[src/rtl/nm_bus_pkg.sv]
// Shared types and constants for the neuron-network register bus master.
package nm_bus_pkg;

    typedef enum logic [2:0] {
        StIdle,
        StSetup,
        StStrobe,
        StWait,
        StHold
    } nm_state_e;

    localparam logic [3:0] NETWORK_STATUS = 4'hD;
    localparam logic [3:0] FORGET         = 4'hF;

    localparam int unsigned SETUP_CYC_DEF    = 1;
    localparam int unsigned STROBE_CYC_DEF   = 2;
    localparam int unsigned WAIT_IGN_CYC_DEF = 1;
    localparam int unsigned TIMEOUT_CYC_DEF  = 1023;

    localparam int unsigned PHASE_W   = 4;
    localparam int unsigned TIMEOUT_W = 10;

endpackage

[src/rtl/nm_bus_timer.sv]
// Loadable down-counter that saturates at zero; o_expired is high while the count is zero.
module nm_bus_timer #(
    parameter int unsigned WIDTH = 4
) (
    input  logic             i_clk,
    input  logic             i_rst,
    input  logic             i_load,
    input  logic [WIDTH-1:0] i_load_val,
    output logic             o_expired
);

    logic [WIDTH-1:0] r_count;

    always_ff @(posedge i_clk) begin
        if (i_rst) begin
            r_count <= '0;
        end else if (i_load) begin
            r_count <= i_load_val;
        end else if (r_count != '0) begin
            r_count <= r_count - WIDTH'(1);
        end
    end

    assign o_expired = (r_count == '0);

endmodule

[src/rtl/nm_bus_master.sv]
// Host-command to neuron-network register bus master: SETUP/STROBE/WAIT/HOLD access sequencing
// with registered bus outputs, RDY wait with timeout, and a one-cycle response pulse.
module nm_bus_master
    import nm_bus_pkg::*;
#(
    parameter int unsigned SETUP_CYC    = SETUP_CYC_DEF,
    parameter int unsigned STROBE_CYC   = STROBE_CYC_DEF,
    parameter int unsigned WAIT_IGN_CYC = WAIT_IGN_CYC_DEF,
    parameter int unsigned TIMEOUT_CYC  = TIMEOUT_CYC_DEF
) (
    input  logic        G_CLK,
    input  logic        G_RESET,
    input  logic        cmd_valid,
    output logic        cmd_ready,
    input  logic        cmd_write,
    input  logic [3:0]  cmd_reg,
    input  logic [15:0] cmd_wdata,
    output logic        rsp_valid,
    output logic [15:0] rsp_rdata,
    output logic        rsp_timeout,
    output logic        CS_l,
    output logic        DS,
    output logic        RW_l,
    output logic [3:0]  REG,
    output logic [15:0] DATA_O,
    output logic        DATA_OE,
    input  logic [15:0] DATA_I,
    input  logic        RDY
);

    nm_state_e r_state;
    logic        r_write;
    logic        r_timeout;
    logic [15:0] r_rdata;
    logic        r_cs_l, r_ds, r_rw_l, r_data_oe, r_cmd_ready;
    logic        r_rsp_valid, r_rsp_timeout;
    logic [3:0]  r_reg;
    logic [15:0] r_data_o, r_rsp_rdata;

    logic               w_accept, w_rdy_ok;
    logic               w_ph_load, w_ph_expired;
    logic [PHASE_W-1:0] w_ph_val;
    logic               w_to_load, w_to_expired;

    // Phase timer is reloaded on every phase entry; in WAIT it counts the RDY-ignore window.
    always_comb begin
        w_accept  = (r_state == StIdle) && cmd_valid;
        w_rdy_ok  = (r_state == StWait) && w_ph_expired && RDY;
        w_ph_load = 1'b0;
        w_ph_val  = '0;
        w_to_load = 1'b0;
        if (w_accept) begin
            w_ph_load = 1'b1;
            w_ph_val  = PHASE_W'(SETUP_CYC - 1);
        end else if ((r_state == StSetup) && w_ph_expired) begin
            w_ph_load = 1'b1;
            w_ph_val  = PHASE_W'(STROBE_CYC - 1);
        end else if ((r_state == StStrobe) && w_ph_expired) begin
            w_ph_load = 1'b1;
            w_ph_val  = PHASE_W'(WAIT_IGN_CYC);
            w_to_load = 1'b1;
        end
    end

    nm_bus_timer #(.WIDTH(PHASE_W)) u_phase_timer (
        .i_clk      (G_CLK),
        .i_rst      (G_RESET),
        .i_load     (w_ph_load),
        .i_load_val (w_ph_val),
        .o_expired  (w_ph_expired)
    );

    nm_bus_timer #(.WIDTH(TIMEOUT_W)) u_timeout_timer (
        .i_clk      (G_CLK),
        .i_rst      (G_RESET),
        .i_load     (w_to_load),
        .i_load_val (TIMEOUT_W'(TIMEOUT_CYC - 1)),
        .o_expired  (w_to_expired)
    );

    always_ff @(posedge G_CLK) begin
        if (G_RESET) begin
            r_state       <= StIdle;
            r_write       <= 1'b0;
            r_timeout     <= 1'b0;
            r_rdata       <= '0;
            r_cs_l        <= 1'b1;
            r_ds          <= 1'b0;
            r_rw_l        <= 1'b1;
            r_reg         <= '0;
            r_data_o      <= '0;
            r_data_oe     <= 1'b0;
            r_cmd_ready   <= 1'b1;
            r_rsp_valid   <= 1'b0;
            r_rsp_rdata   <= '0;
            r_rsp_timeout <= 1'b0;
        end else begin
            r_rsp_valid <= 1'b0;
            unique case (r_state)
                StIdle: begin
                    if (w_accept) begin
                        r_state     <= StSetup;
                        r_write     <= cmd_write;
                        r_cmd_ready <= 1'b0;
                        r_cs_l      <= 1'b0;
                        r_reg       <= cmd_reg;
                        r_rw_l      <= ~cmd_write;
                        r_data_o    <= cmd_wdata;
                        r_data_oe   <= cmd_write;
                    end
                end
                StSetup: begin
                    if (w_ph_expired) begin
                        r_state <= StStrobe;
                        r_ds    <= 1'b1;
                    end
                end
                StStrobe: begin
                    if (w_ph_expired) begin
                        r_state <= StWait;
                        r_ds    <= 1'b0;
                    end
                end
                StWait: begin
                    // A qualified RDY wins over a timeout expiring in the same cycle.
                    if (w_rdy_ok) begin
                        r_state   <= StHold;
                        r_rdata   <= r_write ? '0 : DATA_I;
                        r_timeout <= 1'b0;
                    end else if (w_to_expired) begin
                        r_state   <= StHold;
                        r_rdata   <= '0;
                        r_timeout <= 1'b1;
                    end
                end
                StHold: begin
                    r_state       <= StIdle;
                    r_cs_l        <= 1'b1;
                    r_rw_l        <= 1'b1;
                    r_reg         <= '0;
                    r_data_o      <= '0;
                    r_data_oe     <= 1'b0;
                    r_cmd_ready   <= 1'b1;
                    r_rsp_valid   <= 1'b1;
                    r_rsp_rdata   <= r_rdata;
                    r_rsp_timeout <= r_timeout;
                end
                default: r_state <= StIdle;
            endcase
        end
    end

    assign cmd_ready   = r_cmd_ready;
    assign rsp_valid   = r_rsp_valid;
    assign rsp_rdata   = r_rsp_rdata;
    assign rsp_timeout = r_rsp_timeout;
    assign CS_l        = r_cs_l;
    assign DS          = r_ds;
    assign RW_l        = r_rw_l;
    assign REG         = r_reg;
    assign DATA_O      = r_data_o;
    assign DATA_OE     = r_data_oe;

endmodule

[config.mk]
export PLATFORM = sky130hd
export DESIGN_NAME = nm_bus_master
export DESIGN_NICKNAME = d
export VERILOG_FILES = /design/src/rtl/nm_bus_pkg.sv /design/src/rtl/nm_bus_timer.sv /design/src/rtl/nm_bus_master.sv
export SDC_FILE = /design/constraint.sdc
export NUM_CORES = 1
export LEC_CHECK = 0
export CAP_MARGIN = 20
export CORE_MARGIN = 4
export CORE_UTILIZATION = 24
export CTS_BUF_LIST = sky130_fd_sc_hd__clkbuf_2 sky130_fd_sc_hd__clkbuf_4 sky130_fd_sc_hd__clkbuf_8
export DETAILED_ROUTE_END_ITERATION = 7
export SYNTH_ARGS = -nofsm -noshare
export SYNTH_HDL_FRONTEND = slang
export SYNTH_SLANG_ARGS = --single-unit
[constraint.sdc]
create_clock -name G_CLK -period 4.2 [get_ports G_CLK]
set_input_delay 1.26 -clock G_CLK [delete_from_list [all_inputs] [get_ports G_CLK]]
set_output_delay 1.26 -clock G_CLK [all_outputs]
set_load 0.1 [all_outputs]
Word-level counts from Yosys, hierarchy flattened
Index checks and enable logic that the tools add are counted.

cells by class
  add/subtract/negate cells = 2
  equality and inequality tests = 8
  mux-type cells = 37
  bitwise operators = 1
  reduce and logical (&&, ||, !) cells = 21

operators by type and width
  operator                                              count
  2-to-1 mux 16 bit                                     4
  one-hot mux 16 bit (2 select lines)                   1
  2-to-1 mux 10 bit                                     2
  2-to-1 mux 1 bit                                      16
  2-to-1 mux 3 bit                                      5
  2-to-1 mux 4 bit                                      3
  one-hot mux 3 bit (4 select lines)                    1
  logical NOT 10 bit                                    1
  nonzero test 10 bit                                   1
  nonzero test 2 bit                                    5
  subtractor 10 x 1 -> 10 bit (second input constant)   1
  one-hot mux 1 bit (2 select lines)                    4
  one-hot mux 4 bit (2 select lines)                    1
  equality test 3 x 2 -> 1 bit (second input constant)  2
  inequality test 2 bit (second input constant)         3
  AND reduction 2 bit                                   3
  logical AND 1 bit                                     5
  logical NOT 4 bit                                     1
  AND reduction 4 bit                                   1
  nonzero test 4 bit                                    1
  subtractor 4 x 1 -> 4 bit (second input constant)     1
  equality test 3 x 1 -> 1 bit (second input constant)  1
  equality test 3 bit (second input constant)           1
  logical NOT 3 bit                                     1
  4 further kinds                                       4

word-level totals
  bits in registers = 77
  bits of input ports = 41
  output and inout port bits = 43
  word-level logic and storage cells = 85

Depth between registers and ports, before layout
  depth after elaboration = 6
  depth in mapped cells = 8
  gate-level depth less buffers = 6

By module
A second synthesis with hierarchy kept.

unflattened totals
  cell total of the unflattened synthesis = 352
  area, all modules = 3231.8 µm²

modules (own cells, without submodules)
  module                           times used  cells each  area an instance (µm²)  seq. area each (µm²)
  nm_bus_master                    1           255         2389.8                  1261.2
  nm_bus_timer at u_timeout_timer  1           73          613.1                   200.2
  nm_bus_timer at u_phase_timer    1           24          229.0                   80.1

Worst setup path before layout
No wires, ideal clock.

  path kind = reg-to-output
  from = register r_cmd_ready (netlist: cmd_ready)
  to = output port cmd_ready
  data arrival time = 1.374 ns
  data required time = 2.940 ns
  setup slack = 1.566 ns
  cell stages (with the launch flop) = 2
  buffers on the path = 1
  cells stage by stage = dfxtp_1 buf_4

RTL lines
  element                 line                  RTL
  from (decl)             nm_bus_master.sv:35   logic r_cs_l, r_ds, r_rw_l, r_data_oe, r_cmd_ready;
  from (signal assigned)  nm_bus_master.sv:93   r_cmd_ready <= 1'b1;
  from (signal assigned)  nm_bus_master.sv:104  r_cmd_ready <= 1'b0;
  from (signal assigned)  nm_bus_master.sv:143  r_cmd_ready <= 1'b1;
  to (decl)               nm_bus_master.sv:14   output logic cmd_ready,

No word-level cell between the ends.

==> results.sh <==
export IMPL_ff2ff_path_depth=6
export IMPL_diodes=0
export IMPL_die_h_um=119
export IMPL_drc=0
export IMPL_viasPerCell=4.68
export IMPL_maxCapViolCount=0
export IMPL_boundaryPins=84
export IMPL_chipWidth_um=119
export IMPL_grt_pass1_vias=2633
export IMPL_rsz0062_at_grt="no"
export IMPL_fmax_ghz=0.318
export IMPL_crit_cells=1
export IMPL_grt_overflow_total=0
export IMPL_drt_total_wl_um=7420
export IMPL_clock_skew_final_ns=0.00984
export IMPL_vias=2542
export IMPL_clock_sinks=77
export IMPL_critPathKind="flop to primary output"
export IMPL_crit_path_cell_trace="clkdlybuf4s50_1"
export IMPL_ys_warnings_count=0
export IMPL_synth_edf_count=0
export IMPL_hold_path_class="flop to flop"
export IMPL_io_buffer_count=83
export IMPL_p_leak_nw=1.45
export IMPL_ys_seq_area_frac=0.525
export IMPL_synthArstFlopShare=0
export IMPL_pre_cts_ws_ns=1.21
export IMPL_fp_coreArea_sq_mm=0.0120
export IMPL_rows=40
export IMPL_worst_slew_pin_slew_ns=0.999
export IMPL_synth_seq_cells=77
export IMPL_worstPathRequired_ns=2.94
export IMPL_fillers=1256
export IMPL_cts_tree="done"
export IMPL_worst_skew_pair_late_latency_ns=0.35
export IMPL_area_growth_pct=38.3
export IMPL_path_clk_slew_ns=0.08
export IMPL_cp_max_fo=3
export IMPL_postCtsHoldBufs=0
export IMPL_synth_flop_cell="dfxtp_1"
export IMPL_start_util=0.244
export IMPL_setup_ws_ns=1.06
export IMPL_layout_drive_gt1_share=0.0859
export IMPL_gp_congestion=0.758
export IMPL_die_area_sq_mm=0.0141
export IMPL_layout_nets=436
export IMPL_maxSlewHeadroom=0.332
export IMPL_dr_pass1_iters=4
export IMPL_synth_area_sq_mm=0.00294
export IMPL_worstSetupStartpointType="flop"
export IMPL_antenna_left=0
export IMPL_grt_usage=0.110
export IMPL_dp_hpwl_um=5130
export IMPL_critPathBufInv=1
export IMPL_cp_arrival_ns=1.88
export IMPL_synth_nets=360
export IMPL_post_cts_resized=0
export IMPL_fin_setup_tns_ns=0
export IMPL_ir_drop_v=0.000409
export IMPL_wire_per_inst_um=13.7
export IMPL_root_buffer="clkbuf_8"
export IMPL_status="finished, final reports clean"
export IMPL_hold_viol_final=0
export IMPL_synthDistinctLibCells=48
export IMPL_grt_max_degree=39
export IMPL_end_kind="primary output"
export IMPL_cts_htree_levels=3
export IMPL_grt_pass1_wl_um=12600
export IMPL_slowest_delay_ns=1.16
export IMPL_setup_violations=0
export IMPL_drt_initial_drc_count=94
export IMPL_syn_inst=315
export IMPL_period_share=0.748
export IMPL_clk_path_buf_depth=2
export IMPL_min_path_cells=2
export IMPL_drv_slew=0
export IMPL_postCtsSetupRepairBufs=0
export IMPL_antenna_found_initial=0
export IMPL_cts_buffers=9
export IMPL_syn_area_per_cell_sq_um=9.32
export IMPL_crit_family="buffers and inverters"
export IMPL_crit_slowest_cell="clkdlybuf4s50_1"
export IMPL_layout_min_cycle_time_ns=3.14
export IMPL_power_density_mw_per_mm2=662
worst min-delay path: stages, from the launching register on:
cell and delay (ns):
dfxtp_1 0.31, nand2_1 0.05, a21oi_1 0.05
cell usage in the layout, fill, tap and decap left out, types with 2 or more instances in the layout:
master | Yosys | routed
nor2b_1 | 2 | 2
inv_6 | 0 | 3
or4_1 | 2 | 2
inv_1 | 7 | 7
or3_1 | 7 | 7
a22o_1 | 16 | 16
clkinv_4 | 0 | 2
clkbuf_8 | 2 | 9
o21a_1 | 2 | 2
nor3b_2 | 1 | 2
o21ai_0 | 5 | 5
a21oi_1 | 26 | 26
dfxtp_1 | 77 | 77
ha_1 | 4 | 4
buf_4 | 2 | 5
nor2_1 | 33 | 33
nand2_1 | 44 | 44
a31oi_1 | 5 | 5
nor4_1 | 4 | 4
clkdlybuf4s50_1 | 0 | 82
xnor2_1 | 4 | 4
a22oi_1 | 20 | 20
nor3_1 | 6 | 6
worst paths after layout:
check	startpoint	end	slack (ns)
setup / recovery	cmd_ready	CS_l	1.06
hold reg to reg	rsp_rdata[14]	rsp_rdata[14]	0.46
setup reg to reg	u_timeout_timer.r_count[0]	r_rdata[5]	2.03
hold / removal	rsp_rdata[14]	rsp_rdata[14]	0.46
metrics by stage:
| step | hold WS [ns] | power [mW] | cell area [sq um] | cells | util |
|---|---|---|---|---|---|
| after detailed placement | 0.447 | 2.19 | 3880 | 527 | 0.323 |
| final | 0.457 | 2.69 | 4060 | 543 | 0.338 |
| after CTS | 0.459 | 2.72 | 4060 | 543 | 0.338 |
| after global routing | 0.479 | 2.88 | 4060 | 543 | 0.338 |
| after global placement | 0.444 | 2.17 | 3880 | 527 | 0.323 |
| after floorplan | 0.429 | 1.91 | 2940 | 315 | - |
synth_stat cells (2+ instances only):
| master | count | share of area |
|---|---|---|
| nor3b_1 | 2 | 0.0051 |
| or3_1 | 7 | 0.015 |
| buf_4 | 2 | 0.0051 |
| a22oi_1 | 20 | 0.051 |
| a21oi_1 | 26 | 0.044 |
| o21ai_0 | 5 | 0.0085 |
| nor3_1 | 6 | 0.010 |
| or4_1 | 2 | 0.0051 |
| o21a_1 | 2 | 0.0051 |
| a31oi_1 | 5 | 0.011 |
| xnor2_1 | 4 | 0.012 |
| ha_1 | 4 | 0.017 |
| buf_2 | 3 | 0.0051 |
| nor4_1 | 4 | 0.0085 |
| inv_1 | 7 | 0.0090 |
| nand2_1 | 44 | 0.056 |
| clkbuf_8 | 2 | 0.0094 |
| a22o_1 | 16 | 0.048 |
| nor2_1 | 33 | 0.042 |
| clkbuf_1 | 16 | 0.020 |
| nor2b_1 | 2 | 0.0043 |
| dfxtp_1 | 77 | 0.53 |
layout make-up:
type,count,area [sq um],area share
clock inverters,7,56.3,0.0139
multi-input cells,208,1260,0.311
repair buffers,88,863,0.213
well taps,147,184,0.0453
clock buffers,9,124,0.0305
flip-flops and latches,77,1540,0.380
inverters,7,26.3,0.00647
kinds of logic after synthesis:
group / share of synthesized area
XOR/XNOR: 0.0149
multiplexers: 0.00341
adder cells (fa/ha/maj): 0.0171
AND/OR/NAND/NOR: 0.190
buffers and inverters: 0.0490
AO/OA/AOI/OAI: 0.201
flip-flops: 0.525
where the power goes:
part	internal (mW)	switching, mW	total, mW
Combinational	0.407	0.792	1.20
Sequential	0.851	0.121	0.972
Clock	0.222	0.294	0.516
layer usage:
metal	part of all wire	routed length (um)	GRT usage
met1	0.45	3320	0.128
met2	0.46	3450	0.175
met3	0.084	624	0.0603
met4	0.0039	29	0.0290
met5	0	0	0
sequential cells by signal, indices dropped and copies added (netlist names):
register / cells
cmd_ready: 1
r_state: 3
rsp_timeout: 1
r_write: 1
DS: 1
u_phase_timer.r_count: 4
rsp_valid: 1
RW_l: 1
u_timeout_timer.r_count: 10
r_rdata: 16
DATA_O: 16
r_timeout: 1
DATA_OE: 1
rsp_rdata: 16
REG: 4
Power figures use the tool's default switching activity.
